$ cat config.mk
export PLATFORM = sky130hd
export DESIGN_NAME = sd_cmd_engine
export DESIGN_NICKNAME = d
export VERILOG_FILES = /design/src/rtl/sd_pkg.sv /design/src/rtl/spi_xfer_hs.sv /design/src/rtl/sd_cmd_engine.sv
export SDC_FILE = /design/constraint.sdc
export NUM_CORES = 1
export LEC_CHECK = 0
export BUFFER_PORTS_ARGS = -buffer_cell sky130_fd_sc_hd__buf_2
export CAP_MARGIN = 20
export CORE_ASPECT_RATIO = 1.5
export CORE_MARGIN = 3
export CORE_UTILIZATION = 45
export CTS_CLUSTER_DIAMETER = 40
export DETAILED_ROUTE_END_ITERATION = 8
export GPL_ROUTABILITY_DRIVEN = 0
export PLACE_DENSITY = 0.77
export SLEW_MARGIN = 20
export SYNTH_ARGS = -nofsm -noshare
export SYNTH_HDL_FRONTEND = slang
export SYNTH_SLANG_ARGS = --single-unit
export TNS_END_PERCENT = 5
$ cat constraint.sdc
create_clock -name spi_clk_in -period 1.9 [get_ports spi_clk_in]
set_clock_uncertainty 0.2 [all_clocks]
set_input_delay 0.19 -clock spi_clk_in [delete_from_list [all_inputs] [get_ports spi_clk_in]]
set_output_delay 0.19 -clock spi_clk_in [all_outputs]
set_load 0.1 [all_outputs]
$ cat src/rtl/sd_pkg.sv
// Shared SD SPI-mode definitions: sequencer and handshake state encodings,
// frame constants and common command indices.
package sd_pkg;

  typedef enum logic [3:0] {
    ST_IDLE,
    ST_PRE,
    ST_CMD,
    ST_ARG,
    ST_CRC,
    ST_POLL,
    ST_LONG,
    ST_POST,
    ST_DONE
  } eng_state_t;

  typedef enum logic [1:0] {
    HS_IDLE,
    HS_BEGIN,
    HS_WAIT
  } hs_state_t;

  localparam logic [1:0]  CMD_START = 2'b01;
  localparam logic [7:0]  PAD_BYTE  = 8'hFF;
  localparam logic [31:0] PAD_WORD  = 32'hFFFF_FFFF;
  localparam logic        CRC_END   = 1'b1;

  localparam logic [5:0] CMD0   = 6'd0;
  localparam logic [5:0] CMD8   = 6'd8;
  localparam logic [5:0] CMD17  = 6'd17;
  localparam logic [5:0] CMD55  = 6'd55;
  localparam logic [5:0] ACMD41 = 6'd41;
  localparam logic [5:0] CMD58  = 6'd58;

  function automatic logic [31:0] byte_word(input logic [7:0] b);
    return {24'h0, b};
  endfunction

endpackage

$ cat src/rtl/spi_xfer_hs.sv
// One spi_front transfer: latch payload, hold spi_begin until busy is seen,
// then capture data_miso when busy drops and pulse done.
module spi_xfer_hs
  import sd_pkg::*;
(
  input  logic        spi_clk_in,
  input  logic        rst_n,
  input  logic        req,
  input  logic        req_wide,
  input  logic [31:0] req_data,
  output logic        done,
  output logic [31:0] rx_data,
  output logic        spi_begin,
  output logic        spi_wide,
  output logic [31:0] data_mosi,
  input  logic [31:0] data_miso,
  input  logic        spi_busy
);

  hs_state_t state_q, state_d;

  always_ff @(posedge spi_clk_in) begin
    if (!rst_n) begin
      state_q   <= HS_IDLE;
      spi_wide  <= 1'b0;
      data_mosi <= PAD_WORD;
      done      <= 1'b0;
      rx_data   <= 32'h0;
    end else begin
      state_q <= state_d;
      done    <= 1'b0;
      // payload is frozen here and only changes on the next request
      if (state_q == HS_IDLE && req) begin
        spi_wide  <= req_wide;
        data_mosi <= req_data;
      end
      if (state_q == HS_WAIT && !spi_busy) begin
        rx_data <= data_miso;
        done    <= 1'b1;
      end
    end
  end

  always_comb begin
    state_d = state_q;
    case (state_q)
      HS_IDLE:  if (req)       state_d = HS_BEGIN;
      HS_BEGIN: if (spi_busy)  state_d = HS_WAIT;
      HS_WAIT:  if (!spi_busy) state_d = HS_IDLE;
      default:                 state_d = HS_IDLE;
    endcase
  end

  assign spi_begin = (state_q == HS_BEGIN);

endmodule

$ cat src/rtl/sd_cmd_engine.sv
// SD SPI-mode command frame sequencer driving spi_front via spi_xfer_hs.
//   state | meaning
//   IDLE  | ready for a request        PRE  | cs high, 0xFF pad
//   CMD   | cs low, start+index byte   ARG  | 32-bit argument
//   CRC   | CRC7 + end bit             POLL | 0xFF until R1 or NCR_MAX polls
//   LONG  | 32-bit R3/R7 tail          POST | cs high, trailing 0xFF
//   DONE  | resp_valid pulse
module sd_cmd_engine
  import sd_pkg::*;
#(
  parameter int NCR_MAX = 8
) (
  input  logic        spi_clk_in,
  input  logic        rst_n,
  input  logic        cmd_valid,
  output logic        cmd_ready,
  input  logic [5:0]  cmd_index,
  input  logic [31:0] cmd_arg,
  input  logic [6:0]  cmd_crc,
  input  logic        cmd_resp_long,
  output logic        resp_valid,
  output logic [7:0]  resp_r1,
  output logic [31:0] resp_data,
  output logic        resp_timeout,
  output logic        sd_cs_n,
  output logic        spi_begin,
  output logic        spi_wide,
  output logic [31:0] data_mosi,
  input  logic [31:0] data_miso,
  input  logic        spi_busy
);

  localparam logic [7:0] POLL_LAST = 8'(NCR_MAX - 1);

  eng_state_t  state_q, state_d;
  logic [5:0]  idx_q;
  logic [31:0] arg_q;
  logic [6:0]  crc_q;
  logic        long_q;
  logic [7:0]  poll_cnt;
  logic        in_flight;
  logic        xfer_active, xfer_req, xfer_wide, xfer_done;
  logic [31:0] xfer_data, xfer_rx;
  logic        poll_hit, poll_last;

  assign poll_hit    = ~xfer_rx[7];
  assign poll_last   = (poll_cnt == POLL_LAST);
  assign xfer_active = (state_q != ST_IDLE) && (state_q != ST_DONE);
  assign xfer_req    = xfer_active && !in_flight;
  assign cmd_ready   = (state_q == ST_IDLE);
  assign resp_valid  = (state_q == ST_DONE);

  spi_xfer_hs u_xfer (
    .spi_clk_in (spi_clk_in),
    .rst_n      (rst_n),
    .req        (xfer_req),
    .req_wide   (xfer_wide),
    .req_data   (xfer_data),
    .done       (xfer_done),
    .rx_data    (xfer_rx),
    .spi_begin  (spi_begin),
    .spi_wide   (spi_wide),
    .data_mosi  (data_mosi),
    .data_miso  (data_miso),
    .spi_busy   (spi_busy)
  );

  always_comb begin
    state_d   = state_q;
    xfer_wide = 1'b0;
    xfer_data = byte_word(PAD_BYTE);
    case (state_q)
      ST_IDLE: if (cmd_valid) state_d = ST_PRE;
      ST_PRE:  if (xfer_done) state_d = ST_CMD;
      ST_CMD: begin
        xfer_data = byte_word({CMD_START, idx_q});
        if (xfer_done) state_d = ST_ARG;
      end
      ST_ARG: begin
        xfer_wide = 1'b1;
        xfer_data = arg_q;
        if (xfer_done) state_d = ST_CRC;
      end
      ST_CRC: begin
        xfer_data = byte_word({crc_q, CRC_END});
        if (xfer_done) state_d = ST_POLL;
      end
      ST_POLL: begin
        if (xfer_done) begin
          if (poll_hit)       state_d = long_q ? ST_LONG : ST_POST;
          else if (poll_last) state_d = ST_POST;
        end
      end
      ST_LONG: begin
        xfer_wide = 1'b1;
        xfer_data = PAD_WORD;
        if (xfer_done) state_d = ST_POST;
      end
      ST_POST: if (xfer_done) state_d = ST_DONE;
      ST_DONE: state_d = ST_IDLE;
      default: state_d = ST_IDLE;
    endcase
  end

  always_ff @(posedge spi_clk_in) begin
    if (!rst_n) begin
      state_q      <= ST_IDLE;
      sd_cs_n      <= 1'b1;
      resp_r1      <= PAD_BYTE;
      resp_data    <= 32'h0;
      resp_timeout <= 1'b0;
      poll_cnt     <= 8'h0;
      in_flight    <= 1'b0;
      idx_q        <= 6'h0;
      arg_q        <= 32'h0;
      crc_q        <= 7'h0;
      long_q       <= 1'b0;
    end else begin
      state_q <= state_d;
      if (xfer_req)       in_flight <= 1'b1;
      else if (xfer_done) in_flight <= 1'b0;

      if (state_q == ST_IDLE && cmd_valid) begin
        idx_q        <= cmd_index;
        arg_q        <= cmd_arg;
        crc_q        <= cmd_crc;
        long_q       <= cmd_resp_long;
        resp_timeout <= 1'b0;
        resp_data    <= 32'h0;
        poll_cnt     <= 8'h0;
      end

      if (xfer_done) begin
        case (state_q)
          ST_PRE: sd_cs_n <= 1'b0;
          ST_POLL: begin
            if (poll_hit) begin
              resp_r1 <= xfer_rx[7:0];
            end else if (poll_last) begin
              resp_r1      <= PAD_BYTE;
              resp_timeout <= 1'b1;
            end else begin
              poll_cnt <= poll_cnt + 8'd1;
            end
          end
          ST_LONG: resp_data <= xfer_rx;
          default: ;
        endcase
        // xfer_done only fires once busy is low, so cs moves between transfers
        if (state_d == ST_POST) sd_cs_n <= 1'b1;
      end
    end
  end

endmodule
Word-level counts from Yosys, hierarchy flattened
Cells that the tools add are included.
{"block": "word_totals", "reg_bits": 169, "inputBits": 82, "out_inout_bits": 78, "elab_cells": 88}
{"block": "op_classes", "n_addsub": 1, "eq_ne": 17, "mux": 38, "reduce_logical": 16}
{"cell": "$pmux W32 S4", "n": 1}
{"cell": "$mux W32", "n": 3}
{"cell": "$mux W8", "n": 7}
{"cell": "$mux W4", "n": 10}
{"cell": "$pmux W4 S8", "n": 1}
{"cell": "$eq A4 B3 Y1 const B", "n": 5}
{"cell": "$mux W1", "n": 12}
{"cell": "$add A8 B1 Y8 const B", "n": 1}
{"cell": "$eq A4 B2 Y1 const B", "n": 2}
{"cell": "$eq A8 B3 Y1 const B", "n": 1}
{"cell": "$mux W2", "n": 3}
{"cell": "$pmux W2 S3", "n": 1}
{"cell": "$reduce_and A3 Y1", "n": 2}
{"cell": "$logic_and A1 B1 Y1", "n": 5}
{"cell": "$eq A4 B1 Y1 const B", "n": 1}
{"cell": "$eq A4 B4 Y1 const B", "n": 1}
{"cell": "$logic_not A4 Y1", "n": 1}
{"cell": "$ne A2 B1 Y1 const B", "n": 2}
{"cell": "$ne A2 B2 Y1 const B", "n": 2}
{"cell": "$ne A4 B4 Y1 const B", "n": 1}
{"cell": "$reduce_bool A2 Y1", "n": 2}
{"cell": "$reduce_bool A4 Y1", "n": 1}
{"cell": "$eq A2 B1 Y1 const B", "n": 1}
{"cell": "$eq A2 B2 Y1 const B", "n": 1}
{"cell": "4 further kinds", "n": 5}

Depth between registers and ports, before layout
{"block": "logic_depth", "word_depth": 8, "ltp_mapped": 8, "mapped_depth_nobuf": 5}

By module
Synthesis repeated with hierarchy kept, for this count alone.
{"block": "hier_totals", "cells_unflattened": 816, "area_unflattened_um2": 7121.8}
{"mod": "sd_cmd_engine", "n_inst": 1, "cells_per_inst": 514, "area_per_inst_um2": 4171.5, "seq_area_each_um2": 2021.9}
{"mod": "spi_xfer_hs", "n_inst": 1, "cells_per_inst": 302, "area_per_inst_um2": 2950.3, "seq_area_each_um2": 1361.3}

Worst setup path after synthesis
No wires, ideal clock.
{"block": "synth_timing", "kind": "reg-to-reg", "start": "reg state_q[0]", "end": "reg resp_data[19]", "setup_time_ps": 134, "t_arrival_ps": 4699, "required_time_ps": 1566, "setup_slack_ps": -3133, "stages_incl_launch_ff": 7, "path_buffers": 2, "synth_period_minus_slack_ps": 5033, "cell_sequence": "dfxtp_1 -> buf_4 -> nor4_1 -> nand2_1 -> clkbuf_1 -> nand3_1 -> a21oi_1"}
{"block": "synth_between", "elab_chain_cells": 5, "elab_cells_between_ends": 6, "cone_classes": "eq/ne: 1; mux: 3; reduce/logical: 2"}
{"element": "from (decl)", "line": "sd_cmd_engine.sv:35", "rtl": "eng_state_t state_q, state_d;"}
{"element": "from (signal assigned)", "line": "sd_cmd_engine.sv:119", "rtl": "state_q <= state_d;"}
{"element": "$logic_not A4 Y1 (*)"}
{"element": "net cmd_ready", "line": "sd_cmd_engine.sv:16", "rtl": "output logic cmd_ready,"}
{"element": "$logic_and A1 B1 Y1 (*)", "line": "sd_cmd_engine.sv:123", "rtl": "if (state_q == ST_IDLE && cmd_valid) begin"}
{"element": "$mux W32 (*)", "line": "sd_cmd_engine.sv:123"}
{"element": "$mux W32", "line": "sd_cmd_engine.sv:134", "rtl": "case (state_q)"}
{"element": "$mux W32 (*)", "line": "sd_cmd_engine.sv:133", "rtl": "if (xfer_done) begin"}
{"element": "to (signal assigned)", "line": "sd_cmd_engine.sv:146", "rtl": "ST_LONG: resp_data <= xfer_rx;"}
{"element": "to (decl)", "line": "sd_cmd_engine.sv:23", "rtl": "output logic [31:0] resp_data,"}
The timed path passes the listed nets; every way through them passes the cells marked *.
A chain may end at the register's enable or synchronous reset.

Worst setup path in the final report
{"block": "layout_timing", "start": "reg state_q[2]", "end": "out cmd_ready"}
{"block": "layout_between", "elab_chain_cells": 1}
{"element": "$logic_not A4 Y1", "line": "sd_cmd_engine.sv:50", "rtl": "assign cmd_ready = (state_q == ST_IDLE);"}
{"element": "to (decl)", "line": "sd_cmd_engine.sv:16"}
No other way between the ends.

==> results.cfg <==
[yosys]
synth-async-reset-ratio_pct = 0
synth_enable_flop_cells = 0
netlist-cell-type-count = 55
ys_seq_area_share_pct = 52.9
netlist_area_um2 = 6400
avgSynthCellArea_um2 = 8.14
ys_ff_latch = 169
yosysWarnings = 0
syn_nets = 869
synth_flop_cell = dfxtp_1
syn_inst = 786

[die]
start_util_pct = 46.6
pin_count = 160
core-area_um2 = 13700
dieArea_um2 = 15700
die_x_um = 103
rows = 52
fp.dieH_um = 152

[critical_path]
worstPathRequired_ns = 1.51
critical-path-max-stage-delay_ns = 0.33
rr_worst_depth = 4
start_kind = register
crit_path_max_fanout = 10
crit_arrival_ns = 1.53
path_common_cell = buf_12
crit_slowest_cell = dfxtp_2
setup.worst_path.end_class = primary output
crit_chain = buf_12 -> nor4_4 -> buf_4 -> buf_12
path_class = register to primary output

[pwr]
switching_share_pct = 30.0
p_clk_share_pct = 40.0
p_seq_share_pct = 44.9
combPwrFrac_pct = 15.1
power.internal_mw = 5.86
leakage_nw = 3.66
peakVddDrop_v = 0.000694
powerDensity_nw_per_um2 = 893
fin_total_pwr_mw = 8.36
p_sw_mw = 2.51

[outcome]
status = finished, violations left
violations = negative setup slack

[timing]
fmax_mhz = 520
tightest_slew_ns = 0.540
drv_slew = 0
post-route-period-util_pct = 101
setup_violations = 2
rsz0062_at_grt = true
finalHoldViolations = 0
max_slew_margin_pct = 64.3
whs_ns = 0.254
fin_crit_ns = 1.92
setup_ws_ns = -0.0212

[worst_hold_path]
whs_path_depth = 2
hold_path_class = register to register

[route]
drc = 0
vias = 6585
drt_wl_total_mm = 19.6
vias_per_cell = 5.32
first_pass_iters = 5
first_iter_violations = 278
wire_per_inst_um = 15.8
final_antenna_net_count = 0

[placement]
dp_cells = 1115
place.port_buffers = 159
placed_area_um2 = 7730
dp_hpwl_mm = 11.8

[global_route]
grt-ovfl-total = 0
grt_pass1_vias = 6356
grt_max_degree = 55
grt_usage_pct = 23.6
antenna_found_initial = 0
grt_pass1_wl_mm = 29.9

[layout]
layout.nets = 1118
fin_cells = 1237
post-route-util_pct = 68.3
drive_gt1_share_pct = 27.0
diodes = 0
multi_input_area_um2 = 2850
syn_to_final_growth_pct = 46.5
ff_latch_area_um2 = 3390
fill_cells = 1099
design_area_um2 = 9370

[clock_network]
cts_buffers = 17
path_clk_slew_ns = 0.07
cts_max_level = 4
clock_insertion_delay_worst_skew_ns = 0.42
cts_sinks = 169
clock_path_buffers = 2
root_buffer = clkbuf_16
cts_tree = yes

[job]
maxCapViolCount = 0
==> flip-flops by register name, summed over array words and instances (netlist names), 6 cells and up <==
register	count
u_xfer.data_mosi	32
arg_q	32
crc_q	7
poll_cnt	8
resp_data	32
resp_r1	8
u_xfer.rx_data	32
idx_q	6
==> path summary, 6_finish.rpt <==
check	start	end	slack, ns
setup / recovery	state_q[2]$_SDFF_PN0_	cmd_ready	-0.02
hold / removal	u_xfer.rx_data[20]$_SDFFE_PN0P_	resp_data[20]$_SDFF_PN0_	0.25
hold reg to reg	u_xfer.rx_data[20]$_SDFFE_PN0P_	resp_data[20]$_SDFF_PN0_	0.25
setup reg to reg	poll_cnt[3]$_SDFF_PN0_	poll_cnt[2]$_SDFF_PN0_	0
==> layer usage <==
layer	wire, um	track usage [%]	vias up
li1	-	-	3197
met1	7380	26.8	3111
met2	10600	41.6	249
met3	1270	5.78	28
met4	343	8.64	0
met5	0	0	-
==> cell usage in the layout (no fill, tap or decap), drive strengths merged, types with 4 or more instances in the layout <==
cell type	synthesis	layout
buf	19	211
nand2	206	206
dfxtp	169	169
a21oi	162	162
dlygate4sd3	0	81
nand3	36	36
o21ai	32	32
clkbuf	47	21
nor2	14	14
inv	4	13
nor3	10	10
o22a	9	9
nand2b	7	7
nor4	5	5
clkinv	0	5
a31oi	4	4
nor3b	4	4
and2	4	4
==> power by group through the flow <==
stage	logic (mW)	registers (mW)	clock network [mW]
2_1_floorplan	0.363	4.23	0
3_3_place_gp	1.06	3.82	0
3_5_place_dp	1.07	3.83	0
4_1_cts	1.21	3.75	3.40
5_1_grt	1.34	3.76	3.57
6_report	1.26	3.75	3.35
==> critical path, delay by kind of cell, from the launching register on <==
family	cells	cell delay (ns)
DFF	1	0.33
and+or+nand+nor	1	0.29
buffers and inverters	3	0.47
==> cell type report <==
type / instances / area share [%]
inverters: 4 / 0.187
multi-input cells: 547 / 30.4
flip-flops and latches: 169 / 36.2
repair buffers: 296 / 24.5
clock inverters: 15 / 1.63
well taps: 189 / 2.52
clock buffers: 17 / 4.54
==> synthesized netlist by cell type (3+ instances only) <==
library cell | n | area share [%]
and3b_1 | 3 | 0.41
nor2_1 | 14 | 0.82
a211oi_1 | 3 | 0.35
a31oi_1 | 4 | 0.39
dfxtp_1 | 169 | 53
o211ai_1 | 3 | 0.35
and2_1 | 4 | 0.39
a221oi_1 | 3 | 0.41
o22a_1 | 9 | 1.2
nand2_1 | 206 | 12
nor4_1 | 5 | 0.49
a2bb2oi_1 | 3 | 0.41
xnor2_1 | 3 | 0.41
nor3b_1 | 4 | 0.47
inv_1 | 3 | 0.18
buf_1 | 6 | 0.35
nand3_1 | 36 | 2.8
nand2b_1 | 7 | 0.68
buf_2 | 9 | 0.70
nor3_1 | 10 | 0.78
o21ai_1 | 20 | 1.6
o21ai_0 | 12 | 0.94
nor4b_1 | 3 | 0.41
clkbuf_1 | 47 | 2.8
a21oi_1 | 161 | 13
==> cells by family after synthesis <==
kind of cell	share of synthesized area (%)
AO/OA/AOI/OAI	20.3
XOR/XNOR	0.548
adder cells (fa/ha/maj)	0.196
buffers and inverters	4.64
flip-flops	52.9
multiplexers	0.176
AND/OR/NAND/NOR	21.3
==> what timing repair did <==
action                                 CTS  global route
gates cloned                             0             4
hold buffers                            81             0
endpoints found under the hold margin   84             0
setup endpoints to repair                5            90
setup buffers                            1             4
pin swaps                                3             2
gates resized for setup                  7            27
==> through the flow <==
stage | setup TNS, ns | setup WS (ns)
6_report | -0.0350 | -0.0212
3_3_place_gp | -0.0173 | -0.0173
3_5_place_dp | -0.0454 | -0.0454
4_1_cts | -0.0758 | -0.0544
5_1_grt | -0.466 | -0.0788
2_1_floorplan | -59.23 | -0.685
Power figures use the tool's default switching activity.
